[src/rtl/mips_ctrl_pkg.sv]
// Shared encodings for the multi-cycle MIPS controller:
// FSM states, supported opcodes and datapath select codes.
package mips_ctrl_pkg;

    typedef enum logic [3:0] {
        S_IDLE      = 4'd0,
        S_FETCH     = 4'd1,
        S_DECODE    = 4'd2,
        S_MEM_ADDR  = 4'd3,
        S_MEM_READ  = 4'd4,
        S_MEM_WB    = 4'd5,
        S_MEM_WRITE = 4'd6,
        S_EXECUTE   = 4'd7,
        S_ALU_WB    = 4'd8,
        S_BRANCH    = 4'd9,
        S_JUMP      = 4'd10,
        S_ADDI_EXEC = 4'd11,
        S_ADDI_WB   = 4'd12,
        S_JAL       = 4'd13
    } state_t;

    localparam logic [5:0] OP_RTYPE = 6'h00;
    localparam logic [5:0] OP_J     = 6'h02;
    localparam logic [5:0] OP_JAL   = 6'h03;
    localparam logic [5:0] OP_BEQ   = 6'h04;
    localparam logic [5:0] OP_BNE   = 6'h05;
    localparam logic [5:0] OP_ADDI  = 6'h08;
    localparam logic [5:0] OP_LW    = 6'h23;
    localparam logic [5:0] OP_SW    = 6'h2B;

    localparam logic [1:0] ALU_ADD   = 2'd0;
    localparam logic [1:0] ALU_SUB   = 2'd1;
    localparam logic [1:0] ALU_FUNCT = 2'd2;

    localparam logic [1:0] SRCB_RT     = 2'd0;
    localparam logic [1:0] SRCB_FOUR   = 2'd1;
    localparam logic [1:0] SRCB_IMM    = 2'd2;
    localparam logic [1:0] SRCB_IMM_SH = 2'd3;

    localparam logic [1:0] PCSRC_ALU    = 2'd0;
    localparam logic [1:0] PCSRC_ALUOUT = 2'd1;
    localparam logic [1:0] PCSRC_JUMP   = 2'd2;

    localparam logic [1:0] DST_RT = 2'd0;
    localparam logic [1:0] DST_RD = 2'd1;
    localparam logic [1:0] DST_RA = 2'd2;

    localparam logic [1:0] M2R_ALU = 2'd0;
    localparam logic [1:0] M2R_MDR = 2'd1;
    localparam logic [1:0] M2R_PC  = 2'd2;

    function automatic logic is_legal(input logic [5:0] op);
        return op == OP_RTYPE || op == OP_LW || op == OP_SW ||
               op == OP_BEQ || op == OP_BNE || op == OP_ADDI ||
               op == OP_J || op == OP_JAL;
    endfunction

endpackage

[src/rtl/mips_multicycle_ctrl.sv]
// Moore sequencer for the shared multi-cycle MIPS datapath, with a
// retired-instruction counter and a sticky illegal-opcode flag.
module mips_multicycle_ctrl
    import mips_ctrl_pkg::*;
#(
    parameter int COUNT_W = 32
) (
    input  logic               clk,
    input  logic               rst_n,
    input  logic [5:0]         opcode,
    input  logic               zero,
    input  logic               mem_ready,
    output logic               pc_en,
    output logic               iord,
    output logic               mem_read,
    output logic               mem_write,
    output logic               ir_write,
    output logic               reg_write,
    output logic [1:0]         reg_dst,
    output logic [1:0]         mem_to_reg,
    output logic               alu_src_a,
    output logic [1:0]         alu_src_b,
    output logic [1:0]         alu_op,
    output logic [1:0]         pc_source,
    output logic [3:0]         state,
    output logic [COUNT_W-1:0] instr_count,
    output logic               illegal
);

    state_t state_q;
    state_t state_d;
    logic   retire;

    assign state = state_q;

    always_ff @(posedge clk or negedge rst_n) begin
        if (!rst_n) state_q <= S_IDLE;
        else        state_q <= state_d;
    end

    always_comb begin
        state_d = state_q;
        unique case (state_q)
            S_IDLE:      state_d = S_FETCH;
            S_FETCH:     if (mem_ready) state_d = S_DECODE;
            S_DECODE: begin
                unique case (opcode)
                    OP_RTYPE:      state_d = S_EXECUTE;
                    OP_LW, OP_SW:  state_d = S_MEM_ADDR;
                    OP_BEQ, OP_BNE: state_d = S_BRANCH;
                    OP_ADDI:       state_d = S_ADDI_EXEC;
                    OP_J:          state_d = S_JUMP;
                    OP_JAL:        state_d = S_JAL;
                    default:       state_d = S_FETCH;
                endcase
            end
            S_MEM_ADDR:  state_d = (opcode == OP_SW) ? S_MEM_WRITE : S_MEM_READ;
            S_MEM_READ:  if (mem_ready) state_d = S_MEM_WB;
            S_MEM_WRITE: if (mem_ready) state_d = S_FETCH;
            S_EXECUTE:   state_d = S_ALU_WB;
            S_ADDI_EXEC: state_d = S_ADDI_WB;
            S_MEM_WB, S_ALU_WB, S_BRANCH,
            S_ADDI_WB, S_JUMP, S_JAL: state_d = S_FETCH;
            default:     state_d = S_IDLE;
        endcase
    end

    // Strobes decode straight from the state register so reset kills them at once.
    always_comb begin
        pc_en      = 1'b0;
        iord       = 1'b0;
        mem_read   = 1'b0;
        mem_write  = 1'b0;
        ir_write   = 1'b0;
        reg_write  = 1'b0;
        reg_dst    = DST_RT;
        mem_to_reg = M2R_ALU;
        alu_src_a  = 1'b0;
        alu_src_b  = SRCB_RT;
        alu_op     = ALU_ADD;
        pc_source  = PCSRC_ALU;
        unique case (state_q)
            S_FETCH: begin
                mem_read  = 1'b1;
                alu_src_b = SRCB_FOUR;
                ir_write  = mem_ready;
                pc_en     = mem_ready;
            end
            S_DECODE:    alu_src_b = SRCB_IMM_SH;
            S_MEM_ADDR, S_ADDI_EXEC: begin
                alu_src_a = 1'b1;
                alu_src_b = SRCB_IMM;
            end
            S_MEM_READ: begin
                mem_read = 1'b1;
                iord     = 1'b1;
            end
            S_MEM_WB: begin
                reg_write  = 1'b1;
                mem_to_reg = M2R_MDR;
            end
            S_MEM_WRITE: begin
                mem_write = 1'b1;
                iord      = 1'b1;
            end
            S_EXECUTE: begin
                alu_src_a = 1'b1;
                alu_op    = ALU_FUNCT;
            end
            S_ALU_WB: begin
                reg_write = 1'b1;
                reg_dst   = DST_RD;
            end
            S_BRANCH: begin
                alu_src_a = 1'b1;
                alu_op    = ALU_SUB;
                pc_source = PCSRC_ALUOUT;
                pc_en     = (opcode == OP_BNE) ? ~zero : zero;
            end
            S_ADDI_WB:   reg_write = 1'b1;
            S_JUMP: begin
                pc_en     = 1'b1;
                pc_source = PCSRC_JUMP;
            end
            S_JAL: begin
                pc_en      = 1'b1;
                pc_source  = PCSRC_JUMP;
                reg_write  = 1'b1;
                reg_dst    = DST_RA;
                mem_to_reg = M2R_PC;
            end
            default: ;
        endcase
    end

    always_comb begin
        retire = 1'b0;
        if (state_d == S_FETCH) begin
            unique case (state_q)
                S_MEM_WB, S_MEM_WRITE, S_ALU_WB, S_BRANCH,
                S_ADDI_WB, S_JUMP, S_JAL: retire = 1'b1;
                default: retire = 1'b0;
            endcase
        end
    end

    always_ff @(posedge clk or negedge rst_n) begin
        if (!rst_n) begin
            instr_count <= '0;
            illegal     <= 1'b0;
        end else begin
            if (retire)
                instr_count <= instr_count + COUNT_W'(1);
            if (state_q == S_DECODE && !is_legal(opcode))
                illegal <= 1'b1;
        end
    end

endmodule

[config.mk]
export PLATFORM = sky130hd
export DESIGN_NAME = mips_multicycle_ctrl
export DESIGN_NICKNAME = d
export VERILOG_FILES = /design/src/rtl/mips_ctrl_pkg.sv /design/src/rtl/mips_multicycle_ctrl.sv
export SDC_FILE = /design/constraint.sdc
export NUM_CORES = 1
export LEC_CHECK = 0
export ABC_AREA = 1
export BUFFER_PORTS_ARGS = -buffer_cell sky130_fd_sc_hd__buf_2
export CELL_PAD_IN_SITES_DETAIL_PLACEMENT = 1
export CELL_PAD_IN_SITES_GLOBAL_PLACEMENT = 1
export CORE_UTILIZATION = 33
export DETAILED_ROUTE_END_ITERATION = 7
export GPL_TIMING_DRIVEN = 0
export PLACE_DENSITY_LB_ADDON = 0.1
export SLEW_MARGIN = 20
export SYNTH_ARGS = -nofsm -noshare
export SYNTH_HDL_FRONTEND = slang
export SYNTH_SLANG_ARGS = --single-unit
[constraint.sdc]
create_clock -name clk -period 1.69 [get_ports clk]
set_clock_uncertainty 0.1 [all_clocks]
set_input_delay 0.2535 -clock clk [delete_from_list [all_inputs] [get_ports clk]]
set_output_delay 0.2535 -clock clk [all_outputs]
set_load 0.01 [all_outputs]
# [Word level (Yosys, flattened, before mapping)]
# Index checks and enable logic that the tools add are counted.
[totals] register_bits=37 in_bits=10 out_inout_bits=54 elab_cells=68
[classes] n_addsub=1 eq_ne=21 n_mux=21 bitwise_logic=1 reduce_logical=21
[ops] operator="$add A32 B1 Y32 const B" n=1
[ops] operator="$pmux W4 S8" n=1
[ops] operator="$eq A4 B4 Y1 const B" n=6
[ops] operator="$pmux W4 S6" n=1
[ops] operator="$eq A4 B3 Y1 const B" n=4
[ops] operator="$pmux W2 S2" n=4
[ops] operator="$reduce_or A7 Y1" n=2
[ops] operator="$eq A6 B2 Y1 const B" n=2
[ops] operator="$eq A6 B3 Y1 const B" n=2
[ops] operator="$eq A6 B6 Y1 const B" n=2
[ops] operator="$mux W4" n=3
[ops] operator="$reduce_or A2 Y1" n=6
[ops] operator="$mux W1" n=9
[ops] operator="$eq A4 B1 Y1 const B" n=2
[ops] operator="$eq A4 B2 Y1 const B" n=2
[ops] operator="$reduce_or A4 Y1" n=2
[ops] operator="$logic_or A1 B1 Y1" n=7
[ops] operator="$eq A6 B4 Y1 const B" n=1
[ops] operator="$logic_not A6 Y1" n=1
[ops] operator="$pmux W2 S3" n=1
[ops] operator="$logic_not A4 Y1" n=1
[ops] operator="$pmux W1 S3" n=1
[ops] operator="$mux W2" n=1
[ops] operator="$logic_and A1 B1 Y1" n=1
[ops] operator="2 further kinds" n=2

# [Logic depth before layout (Yosys ltp)]
[logic_depth] word_depth=10 mapped_depth=14 mapped_depth_nobuf=13

# [Worst setup path before layout]
# No wires, ideal clock.
[synth_path] path_kind="reg-to-reg" startpoint="register state_q[1] (netlist: state[1])" endpoint="register instr_count[13]" t_arrival_ns=1.663 setup_slack_ns=-0.190 stages_incl_launch_ff=13 synth_period_minus_slack_ns=1.880 cell_sequence="dfrtp_1 inv_1 nand2_2 nor2_1 nor2_1 nand3_2 nand2_1 nor2_1 nand2_1 nor2_1 nand2_1 nand2_1 nand2_1"
[synth_via] elab_chain_len=5
[synth_lines] element="start, declared" line="mips_multicycle_ctrl.sv:30" source="state_t state_q;"
[synth_lines] element="start signal, assigned" line="mips_multicycle_ctrl.sv:38" source="else state_q <= state_d;"
[synth_lines] element="$eq A4 B3 Y1 (tied with other cells)" line="mips_multicycle_ctrl.sv:43, mips_multicycle_ctrl.sv:139"
[synth_lines] element="$reduce_or A7 Y1 (no line)"
[synth_lines] element="$pmux W4 S8" line="mips_multicycle_ctrl.sv:43" source="unique case (state_q)"
[synth_lines] element="$eq A4 B1 Y1" line="mips_multicycle_ctrl.sv:138" source="if (state_d == S_FETCH) begin"
[synth_lines] element="$mux W1 *" line="mips_multicycle_ctrl.sv:138"
[synth_lines] element="end signal, assigned" line="mips_multicycle_ctrl.sv:153" source="instr_count <= instr_count + COUNT_W'(1);"
[synth_lines] element="end, declared" line="mips_multicycle_ctrl.sv:26" source="output logic [COUNT_W-1:0] instr_count,"
# Mark *: on every way between the ends. The rest lies on a longest branch, timed or not.
# A chain may end at the register's enable or synchronous reset.

# [Final worst setup path]
[layout_path] startpoint="register state_q[2] (netlist: state[2])" endpoint="register instr_count[4]"
[layout_via] elab_chain_len=5
[layout_lines] element="$eq A4 B3 Y1 (tied with other cells)" line="mips_multicycle_ctrl.sv:43"
[layout_lines] element="$reduce_or A7 Y1 (no line)"
[layout_lines] element="$pmux W4 S8 *" line="mips_multicycle_ctrl.sv:43"
[layout_lines] element="named net state_d[2]" line="mips_multicycle_ctrl.sv:31" source="state_t state_d;"
[layout_lines] element="$eq A4 B1 Y1 *" line="mips_multicycle_ctrl.sv:138"
[layout_lines] element="$mux W1 *" line="mips_multicycle_ctrl.sv:138"
# Mark *: on every way through the listed nets, which the timed path passes. The rest lies on a longest branch.

==> Flow_metrics.wiki <==
{| class="wikitable"
! Metric !! Value
|-
| Run status || finished, violations left
|-
| Violated checks || negative hold slack, negative setup slack
|-
| Final critical path time including I/O delays and setup || 2030 ps
|-
| Skew-Pair Late Insertion Delay || 290 ps
|-
| Synthesized-area fraction occupied by ao, oa, aoi and oai cells || 0.00954
|-
| Placer congestion estimate || 0.914
|-
| TritonCTS clock tree || yes
|-
| Average wire length per cell after detail routing || 14.6 um
|-
| Unrepaired setup endpoints after global routing || yes
|-
| Area fraction in and, or, nand and nor cells after synthesis || 0.481
|-
| FF+latch count, synth || 37
|-
| Combined area of all synthesized cells || 2620 um2
|-
| Number of hold buffers added after cts || 0
|-
| Gate Count Post-Synth || 426
|-
| Number of nets in the layout || 538
|-
| Leading cell type in the layout, fill and taps excluded || sky130_fd_sc_hd__nand2_1
|-
| Worst-case headroom to the max-slew limit || 0.412
|-
| Width of the die || 91.2 um
|-
| DRC || 0
|-
| Antenna Cells || 0
|-
| Worst-case clock buffer depth || 2
|-
| Kind of capture point of the worst setup path || flop
|-
| Hold slack || -11.9 ps
|-
| Most frequent cells in the layout || sky130_fd_sc_hd__nand2_1, sky130_fd_sc_hd__buf_2, sky130_fd_sc_hd__inv_1
|-
| I/O pin count || 64
|-
| Library cells used by synthesis || 22
|-
| Global-route congestion overflow total || 0
|-
| Max Slew Vio Count || 0
|-
| Post-synthesis share of cell area spent on xor and xnor gates || 0.0334
|-
| Number of buffers created by CTS || 5
|-
| Clock tree root driver cell || sky130_fd_sc_hd__clkbuf_8
|-
| Warning count from the yosys run || 0
|-
| DR iter-0 viols || 82
|-
| Reg2reg end || instr_count[4]
|-
| Peak Freq || 0.494 GHz
|-
| Transition time at the pin with the least slew margin || 881 ps
|-
| I/O Buffers || 63
|-
| Average vias per placed instance || 4.71
|-
| Worst Slack Setup Final || -336 ps
|-
| Global-route wire length before repair || 15000 um
|-
| Leakage dissipation || 2.07 nW
|-
| Library cell occupying the most area in the post-synthesis netlist || sky130_fd_sc_hd__dfrtp_1
|-
| Largest net degree at the start of global routing || 38
|-
| Post-synth top area share || 0.353
|-
| Hold Path Class || input pin to asynchronous set/reset pin
|-
| Critical path fanouts, max || 6
|-
| Critical setup path kind || flop to flop
|-
| Reg2reg setup slack || -340 ps
|-
| Arrival time of the worst setup path || 2100 ps
|-
| Flip-flop and latch area || 931 um2
|-
| Cell Rows || 32
|-
| Initial core utilization || 0.340
|-
| Fraction of the mapped netlist area in adder cells || 0.00477
|-
| Total area of multi-input combinational cells || 1680 um2
|-
| Area Overhead vs Synth || 45.0%
|-
| Length in cells of the worst reg-to-reg path || 14
|-
| Die area || 8310 um2
|-
| Global-route usage over all layers || 0.228
|-
| Vertical extent of the die || 91.2 um
|-
| Total power after layout || 5.00 mW
|-
| Dpl hpwl || 6480 um
|-
| Largest vdd supply drop || 0.606 mV
|-
| Final Hold Violating Endpoints || 35
|-
| Largest cells by area after synthesis || sky130_fd_sc_hd__dfrtp_1, sky130_fd_sc_hd__nand2_1, sky130_fd_sc_hd__nand3_1, sky130_fd_sc_hd__inv_1, sky130_fd_sc_hd__nor2_1
|-
| Worst R2R Start || state[2]
|-
| Std-Cell Core Area || 7730 um2
|-
| Final Routed Wirelength || 9220 um
|-
| Number of antenna violations at the first check in global routing || 0
|-
| Number of global-route vias before repair || 3029
|-
| Remaining antenna violation count || 0
|-
| Multiplexer share of the synthesized area || 0
|-
| Reg clk slew, reported paths || 80 ps
|-
| Max-cap violations || 0
|-
| Critical Path RT || 1760 ps
|-
| Largest family of logic cells by synthesized area || simple AND/OR/NAND/NOR gates
|-
| Count of endpoints failing setup in the final report || 41
|-
| Number of filler instances in the final layout || 1031
|-
| Net count after synthesis || 437
|-
| Sequential fraction of the synthesis area || 0.353
|-
| Final cycle utilization of the critical path || 1.20
|-
| 1st-pass router iterations || 4
|-
| Fraction of layout instances using a drive strength above 1 || 0.377
|-
| Maximum level of the CTS H-tree || 2
|-
| CTS Sinks || 37
|-
| Type of element launching the critical path || flop
|-
| Overall via count from detail_route || 2968
|-
| Syn avg cell area || 6.16 um2
|-
| Areal power density over the cells || 1310 nW/um2
|}
metal layers:
metal,track usage,vias to the layer above,wire (um)
met5,0,-,0
met4,0.0291,0,23
met3,0.0268,2,248
met2,0.383,42,4430
met1,0.322,1415,4520
li1,-,1509,-
worst max-delay path by stage:
| stage | start | end | slack, ps |
|---|---|---|---|
| 6_report | state[2] | instr_count[4] | -340 |
| 5_1_grt | state[3] | instr_count[4] | -440 |
| 4_1_cts | instr_count[0] | instr_count[27] | -250 |
| 3_5_place_dp | instr_count[2] | instr_count[31] | -510 |
| 3_3_place_gp | instr_count[2] | instr_count[31] | -400 |
| 2_1_floorplan | state[0] | instr_count[19] | -80 |
cell usage after synthesis (all sizes together):
cell    instances
ha              1
nand4           8
nor3b           1
or2             2
buf             6
nor3           10
nand3          57
nand2         152
a21oi           2
xnor2           1
nor2           64
clkbuf          1
nand3b          2
o21ai           3
xor2            9
dfrtp          37
inv            70
sequential cells by signal, summed over array words and instances, names as in the netlist:
register	cells
state	4
illegal	1
instr_count	32
cell families (layout without fill, tap and decap cells):
logic type               Yosys count  after routing
AND/OR/NAND/NOR                  296            296
buffers and inverters             77            179
flip-flops                        37             37
XOR/XNOR                          10             10
AO/OA/AOI/OAI                      5              5
adder cells (fa/ha/maj)            1              1
worst max-delay path, stage by stage, from the launching register on:
cell                      delay, ps
sky130_fd_sc_hd__dfrtp_2        490
sky130_fd_sc_hd__nand2_4        140
sky130_fd_sc_hd__inv_4           60
sky130_fd_sc_hd__nand2_4         80
sky130_fd_sc_hd__nor2_2          50
sky130_fd_sc_hd__nor2_2         130
sky130_fd_sc_hd__nand2_2         80
sky130_fd_sc_hd__inv_2           60
sky130_fd_sc_hd__nand3_2         90
sky130_fd_sc_hd__nor2_4         180
sky130_fd_sc_hd__buf_6          160
sky130_fd_sc_hd__nand2_8         60
sky130_fd_sc_hd__buf_6          140
sky130_fd_sc_hd__nand2_1         60
sky130_fd_sc_hd__nand2_1         50
where the power goes:
group	internal, mW	total [mW]	switching, mW	leakage [nW]
clock	0.369	0.697	0.327	0.0542
sequential	0.961	1.08	0.117	0.499
combinational	1.51	3.23	1.71	1.52
stage by stage:
step / setup slack, ps / std cells / util / TNS [ps] / instance area (um2)
after floorplan: -78.1 / 426 / - / -2040 / 2670
after global placement: -402 / 591 / 0.402 / -11730 / 3110
after detailed placement: -507 / 591 / 0.402 / -12360 / 3110
after CTS: -249 / 629 / 0.470 / -8180 / 3630
after global routing: -440 / 630 / 0.492 / -15340 / 3800
final: -336 / 630 / 0.492 / -10900 / 3800
cell type report:
class	instances	area share
Inverter	70	0.0711
Clock inverter	1	0.00132
Sequential cell	37	0.245
Multi-Input combinational cell	312	0.441
Tap cell	102	0.0336
Clock buffer	7	0.0253
Buffer	7	0.0230
Timing Repair Buffer	94	0.160
repair_timing:
action | 4_1_cts | 5_1_grt
resized for setup | 65 | 44
pin swaps | 16 | 21
endpoints found under the setup margin | 39 | 43
gates cloned | 2 | 1
buffers inserted | 28 | 3
No activity file was read; power rests on OpenSTA's default activity.
